## src/rtl/instr_fetch_queue.sv

```systemverilog
`default_nettype none
// ============================================================================
// Module   : instr_fetch_queue
// Purpose  : Fetch PC, in-order imem requests and a PC-tagged instruction FIFO
//            for decode, with redirect flush and discard of stale responses.
// Revision : 1.0 - initial release
// ============================================================================
module instr_fetch_queue #(
    parameter int          DEPTH    = 4,
    parameter int          MAX_OUT  = 2,
    parameter logic [63:0] RESET_PC = 64'h0
) (
    input  logic        Clk,
    input  logic        Reset,
    input  logic        RedirectValid,
    input  logic [63:0] RedirectPC,
    output logic        ImemReqValid,
    input  logic        ImemReqReady,
    output logic [63:0] ImemReqAddr,
    input  logic        ImemRespValid,
    input  logic [31:0] ImemRespData,
    output logic        InstValid,
    input  logic        InstReady,
    output logic [31:0] Inst,
    output logic [63:0] InstPC
);

    localparam int c_AW = $clog2(DEPTH);
    localparam int c_CW = c_AW + 1;
    localparam int c_OW = $clog2(MAX_OUT + 1);
    localparam int c_TW = (MAX_OUT > 1) ? $clog2(MAX_OUT) : 1;
    localparam int c_SW = c_CW + 1;

    logic [63:0]     r_pc;
    logic [31:0]     r_data [DEPTH];
    logic [63:0]     r_ipc  [DEPTH];
    logic [c_AW-1:0] r_wr;
    logic [c_AW-1:0] r_rd;
    logic [c_CW-1:0] r_count;
    logic [c_OW-1:0] r_outstanding;
    logic [c_OW-1:0] r_discard;
    logic [63:0]     r_tag  [MAX_OUT];
    logic [c_TW-1:0] r_tag_wr;
    logic [c_TW-1:0] r_tag_rd;

    logic            w_acc;
    logic            w_resp;
    logic            w_push;
    logic            w_pop;
    logic [c_SW-1:0] w_credit;
    logic [c_OW-1:0] w_out_next;

    // Slots already reserved by live requests count against FIFO space.
    assign w_credit = c_SW'(r_count) + c_SW'(r_outstanding) - c_SW'(r_discard);

    assign ImemReqValid = !Reset && !RedirectValid
                          && (r_outstanding < c_OW'(MAX_OUT))
                          && (w_credit < c_SW'(DEPTH));
    assign ImemReqAddr  = Reset ? 64'h0 : r_pc;
    assign InstValid    = !Reset && (r_count != '0);
    assign Inst         = Reset ? 32'h0 : r_data[r_rd];
    assign InstPC       = Reset ? 64'h0 : r_ipc[r_rd];

    assign w_acc      = ImemReqValid && ImemReqReady;
    assign w_resp     = !Reset && ImemRespValid && (r_outstanding != '0);
    assign w_push     = w_resp && (r_discard == '0) && !RedirectValid;
    assign w_pop      = InstValid && InstReady;
    assign w_out_next = r_outstanding + c_OW'(w_acc) - c_OW'(w_resp);

    function automatic logic [c_TW-1:0] tag_inc(input logic [c_TW-1:0] p);
        tag_inc = (p == c_TW'(MAX_OUT - 1)) ? '0 : p + 1'b1;
    endfunction

    always_ff @(posedge Clk) begin
        if (Reset) begin
            r_pc          <= RESET_PC;
            r_wr          <= '0;
            r_rd          <= '0;
            r_count       <= '0;
            r_outstanding <= '0;
            r_discard     <= '0;
            r_tag_wr      <= '0;
            r_tag_rd      <= '0;
        end else begin
            r_outstanding <= w_out_next;
            if (w_acc) begin
                r_tag_wr <= tag_inc(r_tag_wr);
            end
            if (w_resp) begin
                r_tag_rd <= tag_inc(r_tag_rd);
            end
            if (RedirectValid) begin
                r_pc      <= {RedirectPC[63:2], 2'b00};
                r_wr      <= '0;
                r_rd      <= '0;
                r_count   <= '0;
                r_discard <= w_out_next;
            end else begin
                if (w_acc) begin
                    r_pc <= r_pc + 64'd4;
                end
                if (w_resp && (r_discard != '0)) begin
                    r_discard <= r_discard - 1'b1;
                end
                if (w_push) begin
                    r_wr <= r_wr + 1'b1;
                end
                if (w_pop) begin
                    r_rd <= r_rd + 1'b1;
                end
                r_count <= r_count + c_CW'(w_push) - c_CW'(w_pop);
            end
        end
    end

    // Storage arrays need no reset; validity is tracked by pointers and counts.
    always_ff @(posedge Clk) begin
        if (w_acc) begin
            r_tag[r_tag_wr] <= r_pc;
        end
        if (w_push) begin
            r_data[r_wr] <= ImemRespData;
            r_ipc[r_wr]  <= r_tag[r_tag_rd];
        end
    end

    always_ff @(posedge Clk) begin
        if (!Reset) begin
            assert (!(w_push && !w_pop && (r_count == c_CW'(DEPTH))));
            assert (!(ImemRespValid && (r_outstanding == '0)));
        end
    end

endmodule
`default_nettype wire

```

## config.mk

```make
export PLATFORM = sky130hd
export DESIGN_NAME = instr_fetch_queue
export DESIGN_NICKNAME = d
export VERILOG_FILES = /design/src/rtl/instr_fetch_queue.sv
export SDC_FILE = /design/constraint.sdc
export NUM_CORES = 1
export LEC_CHECK = 0
export ABC_AREA = 0
export CAP_MARGIN = 20
export CORE_MARGIN = 1
export CORE_UTILIZATION = 55
export DETAILED_ROUTE_END_ITERATION = 16
export PLACE_DENSITY = 0.76
export SETUP_SLACK_MARGIN = 0.15
export SLEW_MARGIN = 20
export SYNTH_ARGS = -nofsm -noshare
export SYNTH_HDL_FRONTEND = slang
export SYNTH_SLANG_ARGS = --single-unit
```

## constraint.sdc

```tcl
create_clock -name Clk -period 12 [get_ports Clk]
set_clock_uncertainty 0.15 [all_clocks]
set_input_delay 1.2 -clock Clk [delete_from_list [all_inputs] [get_ports Clk]]
set_output_delay 1.2 -clock Clk [all_outputs]
set_load 0.05 [all_outputs]
```

==> reports/results.ini <==
[outcome]
outcome=finished clean

[power]
switching_share=0.227
internal-power_mw=3.44
clockPowerShare=0.399
power_frac_comb=0.086
p_leak_nw=8.99
power_density_nw_per_um2=156
netSwitchingPower_mw=1.01
power_mw=4.45
pwr-share-seq=0.515
ir_worst_vdd_mv=0.150

[drt]
drtIter0Drc=1041
vias=13600
drc=0
wl_mm=53.7
via_per_inst=5.96
wire_per_inst_um=23.5
drt_pass1_iterations=6
ant_nets=0

[grt]
top_usage_layer=met2
grt_antenna_before_repair=2
grt_pass1_vias=13800
grt_max_degree=85
grt_pass1_wl_mm=81.4
use_met1=0.345
overflow=0
grt_use_met3=0.0464
met2_usage=0.393
track_usage=0.249

[timing]
worst_pin_slew_ns=1.01
fin_tns_setup_ns=0
fin_crit_sh=0.445
slew_headroom=0.323
slew_viol_final=0
hold_viol_final=0
rsz0062_at_grt=no
fmax_mhz=187
finalSetupViolCount=0
period_needed_ns=5.35
whs_ns=0.373

[cts]
ctsHoldBuffers=0
ctsResizeCount=0
cts_tree=yes
clock_latency_ns=0.61
clockBufferDepth=3
numCtsBuffers=56
cts_root_buf=clkbuf_16
path_clk_slew_ns=0.07
cts.sinks=578
htree_levels=2
post_cts_buffers=0

[placed_design]
io_buffers=257
gp_congestion=0.852
dp_hpwl_mm=32.9

[floorplanning]
dieHeight_um=209
rows=75
num_io_pins=264
fp.dieW_um=209
dieArea_um2=43800
fp.coreArea_um2=42100
initial_core_util=0.561

[worst_setup_path]
r2r-end=r_tag[0][2]
ff2ff_setup_slack_ns=6.82
r2r_cells=10
cp.required_ns=10.65
cp-end-kind=output pin
crit_fanout=84
timing.rr.start=r_outstanding[1]
critical_path_class=in2out
worstPathArrival_ns=4.00
cp-start-kind=input pin

[worst_hold_path]
min_to=r_tag_rd
hold-path-cell-count=2
hp-start=r_tag_rd
worstHoldPathType=reg2reg

[yosys]
yosysUniqueCellTypes=65
avgSynthCellArea_um2=16.4
synth_edf_count=500
synthFlopType=edfxtp_1
async_reset_ff_frac=0
synth-seq-cells=578
synthCells=1441
syn_area_um2=23600
seq_area_frac_synth=0.702
ys_warn_count=0

[finish]
layout.nets=1813
drive_above_1_share=0.162
syn2layout_area_growth_pct=21.0
layout_common_cells=edfxtp_1, clkdlybuf4s50_1, and2_1
layout_commonest_cell=edfxtp_1
n_antenna_cell=0

[job]
drv_cap=0

[worst max-delay path by stage]
stage | start | slack, ns | to
floorplan | r_count[1] | 6.13 | r_tag[0][10]
global placement | Reset | 6.33 | r_tag[0][5]
detailed placement | Reset | 6.28 | r_tag[0][4]
CTS | flop | 6.30 | InstPC[32]
global route | Reset | 6.47 | InstPC[2]
finish | Reset | 6.65 | InstPC[51]
[flip-flops by register name, indices dropped and copies added (netlist names), named ones only]
name and cells:
r_discard 2, r_outstanding 2, r_tag_rd 1, r_tag 124
r_wr 2, r_rd 2, r_pc 62, r_count 3
r_tag_wr 1, r_data 128, r_ipc 248
[synthesized netlist by cell type, drive strengths merged (3+ instances only)]
cell type	instances	area, um^2
a211oi	24	180
a21oi	18	101
a311oi	7	61.3
a31oi	9	56.3
and2	107	669
and3	9	56.3
buf	25	114
clkbuf	54	203
dfxtp	78	1560
edfxtp	500	15000
ha	13	163
inv	24	90.1
mux2	65	732
mux4	94	2120
nand2	49	184
nand2b	4	25.0
nand3	29	145
nand4	27	169
nor2	77	289
nor2b	59	369
nor3	16	80.1
nor4	15	119
nor4b	3	32.5
o2111a	3	33.8
o211ai	6	45.0
o21a	5	37.5
o21ai	14	70.1
o22ai	5	31.3
o311ai	3	26.3
o31ai	3	22.5
or2	4	25.0
or3	12	80.1
or4	10	78.8
xnor2	36	315
xor2	7	61.3
[final cells by class]
type	instances	area, um^2
inverters	24	90.1
well taps	539	674
clock inverters	34	383
fillers	2872	13600
flip-flops and latches	578	16600
multi-input cells	763	6670
clock buffers	71	1480
repair buffers	273	2700
[worst max-delay path: stages]
cell             delay (ns)
buf_4                  0.36
inv_2                  0.48
buf_4                  0.78
and2_1                 0.30
clkdlybuf4s50_1        0.83
[power by group through the flow]
stage / combinational, mW / clock [mW] / sequential, mW
finish: 0.382 / 1.78 / 2.29
global route: 0.408 / 1.88 / 2.30
CTS: 0.384 / 1.81 / 2.29
detailed placement: 0.382 / 0 / 2.34
global placement: 0.374 / 0 / 2.33
floorplan: 0.249 / 0 / 2.32
[metal layers]
layer,part of all wire,up-vias
li1,-,6070
met1,0.42,6856
met2,0.47,559
met3,0.075,110
met4,0.033,2
met5,0.00028,-
[cells by family after synthesis]
group,synth area share
DFF,0.702
and+or+nand+nor,0.100
buffers and inverters,0.0172
AOI/OAI and AO/OA,0.0346
other,0.000159
adders and majority gates,0.00858
muxes,0.121
xor gates and xnor gates,0.0159
[metrics by stage]
step / area (um^2) / instances / setup WS [ns] / utilization
after floorplan: 23600 / 1444 / 6.13 / -
after global placement: 26700 / 2175 / 6.33 / 0.633
after detailed placement: 26700 / 2175 / 6.28 / 0.633
after CTS: 28600 / 2280 / 6.30 / 0.678
after global routing: 28600 / 2282 / 6.47 / 0.678
final: 28600 / 2282 / 6.65 / 0.678
Power figures use the tool's default switching activity.
